**config.mk**
```make
export PLATFORM = sky130hd
export DESIGN_NAME = return_stack
export DESIGN_NICKNAME = d
export VERILOG_FILES = /design/src/rtl/return_stack.sv
export SDC_FILE = /design/constraint.sdc
export NUM_CORES = 1
export LEC_CHECK = 0
export ABC_AREA = 1
export CORE_ASPECT_RATIO = 1.75
export CORE_MARGIN = 2
export CORE_UTILIZATION = 53
export CTS_BUF_LIST = sky130_fd_sc_hd__clkbuf_4 sky130_fd_sc_hd__clkbuf_8
export DETAILED_ROUTE_END_ITERATION = 8
export GPL_TIMING_DRIVEN = 0
export PLACE_DENSITY_LB_ADDON = 0.05
export SYNTH_ARGS = -nofsm -noshare
export SYNTH_HDL_FRONTEND = slang
export SYNTH_SLANG_ARGS = --single-unit
```
**constraint.sdc**
```tcl
create_clock -name clk -period 5.8 [get_ports clk]
set_clock_uncertainty 0.2 [all_clocks]
set_input_delay 1.16 -clock clk [delete_from_list [all_inputs] [get_ports clk]]
set_output_delay 1.16 -clock clk [all_outputs]
set_load 0.05 [all_outputs]
```
**src/rtl/return_stack.sv**
```systemverilog
// return_stack
//   LIFO of return addresses for the call/return path. The most recently
//   pushed entry is shown combinationally on `top`. All state changes happen
//   on the falling edge of clk, so logic that samples on the rising edge
//   always sees a settled `top`.
//
// Parameters
//   WIDTH     entry width in bits
//   DEPTH     number of entries (power of two, >= 2)
//   OVF_MODE  0: a push while full is rejected
//             1: a push while full overwrites the oldest entry
//
// Ports
//   clk        clock, state updates on negedge
//   rst_n      asynchronous active-low reset
//   push       push push_data
//   pop        discard the top entry (push+pop together replaces the top)
//   flush      synchronous clear of the contents
//   clear_err  clear the sticky overflow/underflow flags
//   push_data  entry to push
//   top        most recent valid entry, 0 when empty
//   count      number of valid entries, 0..DEPTH
//   full       count == DEPTH
//   empty      count == 0
//   overflow   sticky: push while full
//   underflow  sticky: pop while empty
module return_stack #(
  parameter int unsigned WIDTH    = 12,
  parameter int unsigned DEPTH    = 8,
  parameter int unsigned OVF_MODE = 0
) (
  input  logic                       clk,
  input  logic                       rst_n,
  input  logic                       push,
  input  logic                       pop,
  input  logic                       flush,
  input  logic                       clear_err,
  input  logic [WIDTH-1:0]           push_data,
  output logic [WIDTH-1:0]           top,
  output logic [$clog2(DEPTH+1)-1:0] count,
  output logic                       full,
  output logic                       empty,
  output logic                       overflow,
  output logic                       underflow
);

  localparam int unsigned AW = $clog2(DEPTH);
  localparam int unsigned CW = $clog2(DEPTH+1);

  typedef enum logic [2:0] {
    OP_IDLE,
    OP_FLUSH,
    OP_REPLACE,
    OP_PUSH_EMPTY,
    OP_PUSH,
    OP_PUSH_FULL,
    OP_POP,
    OP_POP_EMPTY
  } op_t;

  logic [WIDTH-1:0] mem [DEPTH];
  logic [AW-1:0]    wp;
  logic [AW-1:0]    top_idx;

  op_t              op;
  logic             mem_we;
  logic [AW-1:0]    mem_wa;
  logic [AW-1:0]    wp_nxt;
  logic [CW-1:0]    count_nxt;
  logic             ovf_evt;
  logic             unf_evt;

  assign full    = (count == CW'(DEPTH));
  assign empty   = (count == '0);
  assign top_idx = wp - AW'(1);
  assign top     = empty ? '0 : mem[top_idx];

  // Operation decode in priority order.
  always_comb begin
    op = OP_IDLE;
    if (flush) begin
      op = OP_FLUSH;
    end else if (push && pop) begin
      op = empty ? OP_PUSH_EMPTY : OP_REPLACE;
    end else if (push) begin
      op = full ? OP_PUSH_FULL : OP_PUSH;
    end else if (pop) begin
      op = empty ? OP_POP_EMPTY : OP_POP;
    end
  end

  always_comb begin
    mem_we    = 1'b0;
    mem_wa    = wp;
    wp_nxt    = wp;
    count_nxt = count;
    ovf_evt   = 1'b0;
    unf_evt   = 1'b0;
    unique case (op)
      OP_FLUSH: begin
        wp_nxt    = '0;
        count_nxt = '0;
      end
      OP_REPLACE: begin
        mem_we = 1'b1;
        mem_wa = top_idx;
      end
      // After circular wrap the pointer need not be 0 when empty; the entry
      // is forced into slot 0 and wp re-based so that top reads it back.
      OP_PUSH_EMPTY: begin
        mem_we    = 1'b1;
        mem_wa    = '0;
        wp_nxt    = AW'(1);
        count_nxt = CW'(1);
        unf_evt   = 1'b1;
      end
      OP_PUSH: begin
        mem_we    = 1'b1;
        wp_nxt    = wp + AW'(1);
        count_nxt = count + CW'(1);
      end
      OP_PUSH_FULL: begin
        ovf_evt = 1'b1;
        if (OVF_MODE != 0) begin
          // wp already points at the oldest slot when full.
          mem_we = 1'b1;
          wp_nxt = wp + AW'(1);
        end
      end
      OP_POP: begin
        wp_nxt    = wp - AW'(1);
        count_nxt = count - CW'(1);
      end
      OP_POP_EMPTY: begin
        unf_evt = 1'b1;
      end
      default: begin
      end
    endcase
  end

  always_ff @(negedge clk or negedge rst_n) begin
    if (!rst_n) begin
      wp        <= '0;
      count     <= '0;
      overflow  <= 1'b0;
      underflow <= 1'b0;
    end else begin
      wp        <= wp_nxt;
      count     <= count_nxt;
      // A new error event on the same edge as clear_err wins.
      overflow  <= ovf_evt | (overflow  & ~clear_err);
      underflow <= unf_evt | (underflow & ~clear_err);
    end
  end

  // Storage is not reset; writes are blocked while reset is held.
  always_ff @(negedge clk) begin
    if (mem_we && rst_n) begin
      mem[mem_wa] <= push_data;
    end
  end

endmodule
```
# Yosys cells after proc, flatten, opt, wreduce, memory -nomap -nowiden
# Memories as Yosys holds them, arrays and structs flattened.
# Index checks and enable logic that the tools add are counted.
# classes
addsub	4
n_eq_ne	8
mux	16
bitwise	5
n_reduce_logical	6
# op_table
operator	count
one-hot mux 4 bit (4 select lines)	1
equality test 3 bit (second input constant)	4
two-way mux 12 bit	1
two-way mux 3 bit	4
one-hot mux 3 bit (4 select lines)	1
two-way mux 1 bit	8
equality test 3 x 2 -> 1 bit (second input constant)	2
one-hot mux 3 bit (2 select lines)	1
adder 4 x 1 -> 4 bit (second input constant)	1
equality test 4 bit (second input constant)	1
zero test 4 bit	1
nonzero test 4 bit	1
subtractor 4 x 1 -> 4 bit (second input constant)	1
adder 3 x 1 -> 3 bit (second input constant)	1
equality test 3 x 1 -> 1 bit (second input constant)	1
OR reduction 3 bit	1
subtractor 3 x 1 -> 3 bit (second input constant)	1
bitwise AND 1 bit	2
logical AND 1 bit	2
bitwise OR 1 bit	2
OR reduction 2 bit	1
inverter 1 bit	1
# totals
register_bits	9
ram_bits	96
in_bits	18
out_inout_bits	20
elab_cells	44
mem_count	1
# memory_table
name	depth	word_bits	rd	rd_ports_with_merged_regs	wr	line	rtl
mem	8	12	1	0	1	61	logic [WIDTH-1:0] mem [DEPTH];

# Depth between registers and ports, before layout
# Gate-level depths: netlist of run 1.
# logic_depth
word_depth	12
mapped_depth	13
mapped_depth_nobuf	13

==> run metrics, run 1 <==
leakage power=2.783 nW; post-synthesis sequential area ratio=0.6919; ys flop type=edfxtp_1; CP arrival=5.28 ns; cells after synthesis=386; top-count cell post-synth=edfxtp_1; hold slack=0.3172 ns; clk root buf=clkbuf_8; TritonCTS clock tree=done; Chip Width=73.59 microns; fillcell total=497; row count=44; post-route ant nets=0; H-tree Lvls=3; DRC viols=0; Initial Utilization=0.5439; global-route wire length before repair=19,540 microns; Worst-path clk slew=0.07 ns; M1 wire length=4403 microns; setup TNS=-9.317 ns; Die H=125.8 microns; I/O Buffers=37; CP Launch Type=register; number of diodes=0; Final Setup Violations=12; Setup crit start=wp[0]; worst reg2reg setup slack=3.25 ns; Hold Violations, Final=0; Placeable Area=0.008258 sq mm; min-delay worst type=register to register; top cell type's share of synthesized area=0.6418; synthesized area=0.004492 sq mm; vias in the first global route=3,927; CP Max Fanout=10; worst hold stages=2; CTS Buffer Depth=2; initial antenna violation count=0; WHS Endpoint=overflow; power density cells=520.4 mW/mm^2; violated checks=negative setup slack; Worst Slack Setup Final=-0.8353 ns; Total GRT Usage=0.2976; clk_lat worst skew=0.36 ns; power consumption=0.003429 W; Final Instance Count excl. Fillers=655; Area Growth Syn to Fin=46.71%; clock sinks=105; WL/cell=20.43 microns; GPL Wtd Cong=0.8225; largest net degree at the start of global routing=16; r2r worst-path depth=12; Synth area leader=edfxtp_1; final WL=13,380 microns; cts hold-fix bufs=0; Cells after DPL=515; unrepaired setup endpoints after global routing=yes; Die Footprint=0.009257 sq mm; worst setup path category=register to output port; Mapped Nets=410; post-detail-place hpwl=7526 microns; Nets=583; worst ir drop on vdd=361.6 uV; EDFF count, synth=96; Reg-to-Reg End=mem[3][6]; highest metal used=met4; Ports=38; Worst Tran Pin Value=0.6951 ns; kind of end point of the critical path=output port; relative slew slack=0.5366; Synth cell types=26; met3 WL post-DR=755 microns; Final Max Tran Viols=0; outcome=complete, but fails checks; asr flop ratio synth=0.08571; DR vias/cell=5.742; #FFs+latches synth=105; Synth area leaders=edfxtp_1, nor2_1, o21ai_0; CTS buffer count=9; CP Data Required Time=4.44 ns; via count=3,761; syn avg cell area=11.64 sq um; 1st-pass router iterations=5; reg-to-reg critical path startpoint=wp[0]; # Max-Cap Violations=0; GRT Residual Overflow=0; Iteration-0 DRC Markers=293; met2 wire length=7481 microns; yosys warns=0; layout cells sized above 1=0.3375; Post-synth top cells=edfxtp_1, nor2_1, o21ai_0, o22ai_1, nand2_1; hold path start=overflow
[per-layer routing]
metal / track usage / vias up
met3: 0.07680 / 50
met5: 0 / -
met4: 0.2053 / 0
met2: 0.5058 / 172
li1: - / 1724
met1: 0.3069 / 1815
[metrics by stage]
step / area, sq um / worst slack [ns] / utilization
after detailed placement: 5204 / -1.340 / 0.6302
after global placement: 5204 / -1.357 / 0.6302
final: 6590 / -0.8353 / 0.7980
after global routing: 6590 / -0.8916 / 0.7980
after floorplan: 4718 / -0.2514 / -
after CTS: 6304 / -0.7549 / 0.7633
[worst max path at each step]
stage              end  cells past startpoint
6_report        top[5]                      9
5_1_grt        top[10]                     10
4_1_cts         top[6]                     10
3_5_place_dp    top[7]                      9
3_3_place_gp    top[7]                      9
2_1_floorplan   top[5]                      9
[placed cells by master, fill, tap and decap left out, types with 3 or more instances in the layout]
| master | n |
|---|---|
| nor2_4 | 22 |
| inv_1 | 111 |
| ha_4 | 3 |
| o22ai_2 | 12 |
| xor2_1 | 3 |
| buf_2 | 5 |
| dlygate4sd2_1 | 6 |
| buf_6 | 12 |
| dfrtn_1 | 9 |
| nor2_1 | 56 |
| nand3_1 | 3 |
| o22ai_1 | 15 |
| buf_4 | 17 |
| nand2_2 | 8 |
| clkbuf_16 | 5 |
| nand2_4 | 3 |
| buf_8 | 6 |
| nor2_2 | 13 |
| inv_2 | 8 |
| edfxtp_1 | 96 |
| o21ai_2 | 34 |
| clkbuf_8 | 9 |
| a21oi_1 | 3 |
| clkdlybuf4s50_1 | 13 |
| o21ai_0 | 16 |
| nand2_1 | 16 |
| o21ai_1 | 15 |
| clkbuf_2 | 8 |
| buf_12 | 9 |
| bufinv_16 | 3 |
[repair_timing]
action,in CTS,in global routing
endpoints found under the setup margin,119,104
buffers inserted,21,5
pin swaps,32,49
cloned,2,2
gates resized for setup,178,79
[power by group]
group / internal [W] / switching (W) / leakage, nW / total [W]
combinational: 0.000663 / 0.00110 / 1.17 / 0.00176
sequential: 0.000863 / 0.0000220 / 0.984 / 0.000885
clock: 0.000369 / 0.000413 / 0.628 / 0.000782
[worst max-delay path: stages, from the launching register on]
cell,delay [ns]
dfrtn_1,0.38
buf_6,0.14
clkinv_8,0.04
buf_4,0.15
buf_1,0.55
o21ai_0,0.19
o22ai_1,0.22
nor2_2,0.07
nor2_4,0.12
buf_8,0.15
[sequential cells by signal, indices dropped and copies added (netlist names)]
name	cells
wp	3
mem	96
count	4
underflow	1
overflow	1
[cell families (layout without fill, tap and decap cells)]
| family | count (synthesis) | after routing | share of synthesized area |
|---|---|---|---|
| AND/OR/NAND/NOR | 126 | 126 | 0.1181 |
| buffers and inverters | 43 | 220 | 0.03732 |
| XOR/XNOR | 5 | 5 | 0.01142 |
| adder cells (fa/ha/maj) | 6 | 6 | 0.01838 |
| flip-flops | 105 | 105 | 0.6919 |
| AO/OA/AOI/OAI | 101 | 101 | 0.1228 |
[layout make-up]
| cell class | instances | area [sq um] | area share |
|---|---|---|---|
| multi-input combinational | 238 | 1723 | 0.2614 |
| tap | 92 | 115.1 | 0.01747 |
| buffer | 18 | 195.2 | 0.02962 |
| sequential | 105 | 3108 | 0.4716 |
| clock buffer | 9 | 123.9 | 0.01880 |
| clock inverter | 102 | 467.9 | 0.07101 |
| inverter | 24 | 110.1 | 0.01671 |
| timing repair buffer | 67 | 747.0 | 0.1133 |
Power figures use the tool's default switching activity.
==> run 2, diff against run 1 <==
--- a/config.mk
+++ b/config.mk
@@ -6,6 +6,7 @@
 export NUM_CORES = 1
 export LEC_CHECK = 0
 export ABC_AREA = 1
+export CAP_MARGIN = 20
 export CORE_ASPECT_RATIO = 1.75
 export CORE_MARGIN = 2
 export CORE_UTILIZATION = 53
@@ -13,6 +14,7 @@
 export DETAILED_ROUTE_END_ITERATION = 8
 export GPL_TIMING_DRIVEN = 0
 export PLACE_DENSITY_LB_ADDON = 0.05
+export SKIP_LAST_GASP = 1
 export SYNTH_ARGS = -nofsm -noshare
 export SYNTH_HDL_FRONTEND = slang
 export SYNTH_SLANG_ARGS = --single-unit
==> run 2 against run 1 <==
Net effect: the flow still finishes with violations (negative setup slack); critical endpoint is now top[0]; combinational power is essentially flat; design area is essentially flat; routed wire length grew 2.8%; count of clock-buffer cells in the layout is the same; largest power group unchanged; sequential power is essentially flat; highest routed layer unchanged; cell count grew 0.15%.
==> run metrics, run 2 (same netlist as run 1, synthesis figures left out) <==
worst hold stages=2; setup TNS=-9.483 ns; Max stage delay on crit path=0.45 ns; Placeable Area=0.008258 sq mm; DRC viols=0; relative slew slack=0.6749; CP Launch Type=register; CTS Buffer Depth=2; clk root buf=clkbuf_8; clock sinks=105; most frequent CP cell=buf_6; power density cells=522.6 mW/mm^2; Largest regs=mem (96), count (4), wp (3); worst ir drop on vdd=394.8 uV; Worst Tran Pin Value=0.4897 ns; power consumption=0.003444 W; Iteration-0 DRC Markers=285; CP Cell Sequence=buf_6 -> clkinv_8 -> buf_12 -> ha_4 -> clkbuf_16 -> o21ai_1 -> o22ai_1 -> nor2_2 -> nor2_4 -> buf_6; reg-to-reg critical path startpoint=wp[0]; Final Setup Violations=12; post-route ant nets=0; Hold Violations, Final=0; initial antenna violation count=0; commonest non-fill, non-tap cell in the layout=inv_1; worst reg2reg setup slack=3.15 ns; fillcell total=494; via count=3,795; area taken by multi-input logic gates=0.001709 sq mm; hold path start=overflow; # Max-Cap Violations=0; max FFs per register=96; hold slack=0.3182 ns; Die Footprint=0.009257 sq mm; CTS buffer count=9; clk_lat worst skew=0.36 ns; Initial Utilization=0.5439; CP Max Fanout=7; Worst Slack Setup Final=-0.8338 ns; global-route wire length before repair=19,530 microns; Total GRT Usage=0.2981; row count=44; leakage power=2.789 nW; worst setup path category=register to output port; Area Growth Syn to Fin=46.69%; Reg-to-Reg End=mem[1][4]; Ports=38; post-detail-place hpwl=7526 microns; TritonCTS clock tree=done; largest net degree at the start of global routing=16; WHS Endpoint=overflow; kind of end point of the critical path=output port; CP arrival=5.27 ns; cts hold-fix bufs=0; violated checks=negative setup slack; unrepaired setup endpoints after global routing=yes; Seq. cell area=0.003108 sq mm; final WL=13,760 microns; layout cells sized above 1=0.3316; CP Data Required Time=4.44 ns; Slowest-stage cell, CP=dfrtn_1; Nets=584; Final Max Tran Viols=0; WL/cell=20.97 microns; number of diodes=0; Chip Width=73.59 microns; GRT Residual Overflow=0; most frequent cells in the layout=inv_1, edfxtp_1, nor2_1; I/O Buffers=37; min-delay worst type=register to register; DR vias/cell=5.785; 1st-pass router iterations=7; Worst-path clk slew=0.07 ns; Die H=125.8 microns; outcome=complete, but fails checks; Place WS=-1.340 ns; r2r worst-path depth=13; GPL Wtd Cong=0.8225; vias in the first global route=3,922; H-tree Lvls=3; Biggest register=mem
run 2: cell count changes in the layout (fill, tap and decap cells not counted):
cell      before  now
clkbuf_2       8    9
buf_6         12   13
buf_1          1    0
inv_1        111  112
o21ai_2       34   31
inv_2          8    7
nor2_2        13   12
o21ai_0       16   19
nor2_1        56   57
run 2: layout make-up:
type,instances,area share
multi-input cells,238,0.2594
inverters,24,0.01671
repair buffers,68,0.1145
flip-flops and latches,105,0.4717
plain buffers,18,0.03038
clock buffers,9,0.01880
well taps,92,0.01747
clock inverters,102,0.07102
run 2: worst max-delay path by stage:
| stage | slack [ns] | end | from |
|---|---|---|---|
| after floorplan | -0.25 | top[5] | wp[0] |
| after global placement | -1.36 | top[7] | wp[0] |
| after detailed placement | -1.34 | top[7] | wp[0] |
| after CTS | -0.76 | top[7] | wp[0] |
| after global routing | -0.90 | top[0] | wp[0] |
| final | -0.83 | top[0] | wp[0] |
run 2: timing repair:
item | in CTS | in global routing
hold endpoints to repair | 0 | 0
setup buffers | 21 | 6
pin swaps | 32 | 50
cloned | 2 | 2
resized for setup | 167 | 84
endpoints found under the setup margin | 119 | 105
run 2: per-layer routing:
| layer | GRT usage | share of wire | vias up |
|---|---|---|---|
| li1 | - | - | 1726 |
| met1 | 0.3053 | 0.33 | 1813 |
| met2 | 0.5005 | 0.55 | 197 |
| met3 | 0.08400 | 0.067 | 59 |
| met4 | 0.2128 | 0.060 | 0 |
| met5 | 0 | 0 | - |
run 2: worst max-delay path, delay by kind of cell, from the launching register on:
family	cells	cell delay [ns]
adder cells (fa/ha/maj)	1	0.38
buffers and inverters	5	0.67
flip-flops	1	0.45
AND/OR/NAND/NOR	2	0.18
AO/OA/AOI/OAI	2	0.32
run 2: report_power, final:
group	switching [W]	internal, W	total [W]
logic	0.00111	0.000666	0.00177
clock network	0.000417	0.000369	0.000786
registers	0.0000224	0.000863	0.000885
total	0.00155	0.00190	0.00344
run 2: per-stage QoR:
stage	utilization	instances	area [sq um]
floorplan	-	386	4718
global placement	0.6302	515	5204
detailed placement	0.6302	515	5204
CTS	0.7623	648	6295
global route	0.7979	656	6589
finish	0.7979	656	6589
==> run 3, diff against run 2 <==
--- a/config.mk
+++ b/config.mk
@@ -18,3 +18,4 @@
 export SYNTH_ARGS = -nofsm -noshare
 export SYNTH_HDL_FRONTEND = slang
 export SYNTH_SLANG_ARGS = --single-unit
+export TNS_END_PERCENT = 20
==> run 3 against run 2 <==
Net effect: the flow still finishes with violations (negative setup slack); design area decreased by 5.8%; clock power is 6.5% lower; flip-flop and latch count is the same; highest routed layer unchanged.
==> run metrics, run 3 (same netlist as run 1, synthesis figures left out) <==
Final Setup Violations=67; clock sinks=105; commonest non-fill, non-tap cell in the layout=inv_1; Hold Violations, Final=0; Total GRT Usage=0.2868; final WL=12,590 microns; Nets=570; Ports=38; layer with the highest usage=met2; clk_lat worst skew=0.36 ns; Largest regs=mem (96), count (4), wp (3); global-route wire length before repair=19,090 microns; min-delay worst type=register to register; H-tree Lvls=3; vias in the first global route=3,933; power density cells=518.4 mW/mm^2; worst setup path category=register to output port; unrepaired setup endpoints after global routing=yes; post-route ant nets=0; row count=44; Area Growth Syn to Fin=38.19%; CTS Buffer Depth=2; GRT Residual Overflow=0; Die Footprint=0.009257 sq mm; clk root buf=clkbuf_8; Iteration-0 DRC Markers=309; Die H=125.8 microns; violated checks=negative setup slack; initial antenna violation count=0; cts hold-fix bufs=0; largest net degree at the start of global routing=19; CTS buffer count=9; most frequent cells in the layout=inv_1, edfxtp_1, nor2_1; Slowest-stage cell, CP=dfrtn_1; DR vias/cell=5.631; Final Max Tran Viols=0; I/O Buffers=37; WL/cell=19.58 microns; via count=3,621; CP Cell Sequence=buf_6 -> clkinv_8 -> buf_12 -> ha_4 -> clkbuf_16 -> buf_12 -> o21ai_2 -> o22ai_2 -> o21ai_2 -> nor2_4 -> buf_8; relative slew slack=0.4875; TritonCTS clock tree=done; leakage power=2.596 nW; max FFs per register=96; CP Launch Type=register; CP arrival=5.24 ns; post-detail-place hpwl=7534 microns; CP Data Required Time=4.44 ns; # Max-Cap Violations=0; power consumption=0.003218 W; Chip Width=73.59 microns; outcome=complete, but fails checks; layout cells sized above 1=0.2505; kind of end point of the critical path=output port; Biggest register=mem; met3 Track Usage GR=0.08000; Initial Utilization=0.5439; 1st-pass router iterations=6; DRC viols=0; GR Layer Usage met2=0.4764; setup TNS=-20.57 ns; Worst Tran Pin Value=0.7680 ns; fillcell total=554; Placeable Area=0.008258 sq mm; Worst Slack Setup Final=-0.8007 ns; GPL Wtd Cong=0.8613; Max stage delay on crit path=0.45 ns; CP Max Fanout=8; GR Util met1=0.3068; Worst-path clk slew=0.08 ns; number of diodes=0; worst ir drop on vdd=497.7 uV
## run 3: path summary, 6_finish.rpt
path,start,depth (start not counted),slack [ns],to
worst max-delay path,wp[0],11,-0.80,top[9]
worst min-delay path,overflow,2,0.32,overflow
worst max register to register,wp[0],11,2.94,mem[3][11]
worst min register to register,overflow,2,0.32,overflow
max in group asynchronous,rst_n,1,1.35,overflow
min in group asynchronous,rst_n,1,3.70,count[1]
## run 3: critical path, delay by kind of cell, from the launching register on
family	cells	cell delay, ns
buf+inv	6	0.73
fa+ha+maj	1	0.35
flops	1	0.45
compound gates	3	0.32
simple gates	1	0.12
## run 3: routing by layer
metal  vias up  part of all wire
met4         0             0.041
li1       1693                 -
met2       146              0.55
met3        29             0.054
met5         -                 0
met1      1753              0.35
## run 3: what timing repair did
action,4_1_cts,5_1_grt
gates resized for setup,159,21
setup endpoints to repair,119,81
buffers inserted,12,2
endpoints found under the hold margin,0,0
cloned,3,0
pin swaps,33,17
## run 3: stage by stage
| stage | worst slack (ns) | hold WS (ns) | utilization | std cells | area (sq um) |
|---|---|---|---|---|---|
| floorplan | -0.2514 | 0.2868 | - | 386 | 4666 |
| global placement | -1.323 | 0.3051 | 0.6238 | 515 | 5151 |
| detailed placement | -1.339 | 0.3174 | 0.6238 | 515 | 5151 |
| CTS | -0.7813 | 0.3194 | 0.7423 | 641 | 6130 |
| global route | -0.8910 | 0.3530 | 0.7517 | 643 | 6207 |
| finish | -0.8007 | 0.3229 | 0.7517 | 643 | 6207 |
## run 3: power by group
part	internal [W]	switching (W)
Combinational	0.000593	0.00100
Clock	0.000297	0.000438
Sequential	0.000863	0.0000226
Total	0.00175	0.00147
## run 3: final cells by class
class / instances / area [sq um] / area share
Inverter: 24 / 107.6 / 0.01734
Clock buffer: 9 / 123.9 / 0.01996
Buffer: 18 / 191.4 / 0.03084
Tap cell: 92 / 115.1 / 0.01854
Multi-Input combinational cell: 238 / 1523 / 0.2453
Timing Repair Buffer: 54 / 585.6 / 0.09434
Sequential cell: 105 / 3108 / 0.5007
Clock inverter: 103 / 452.9 / 0.07297
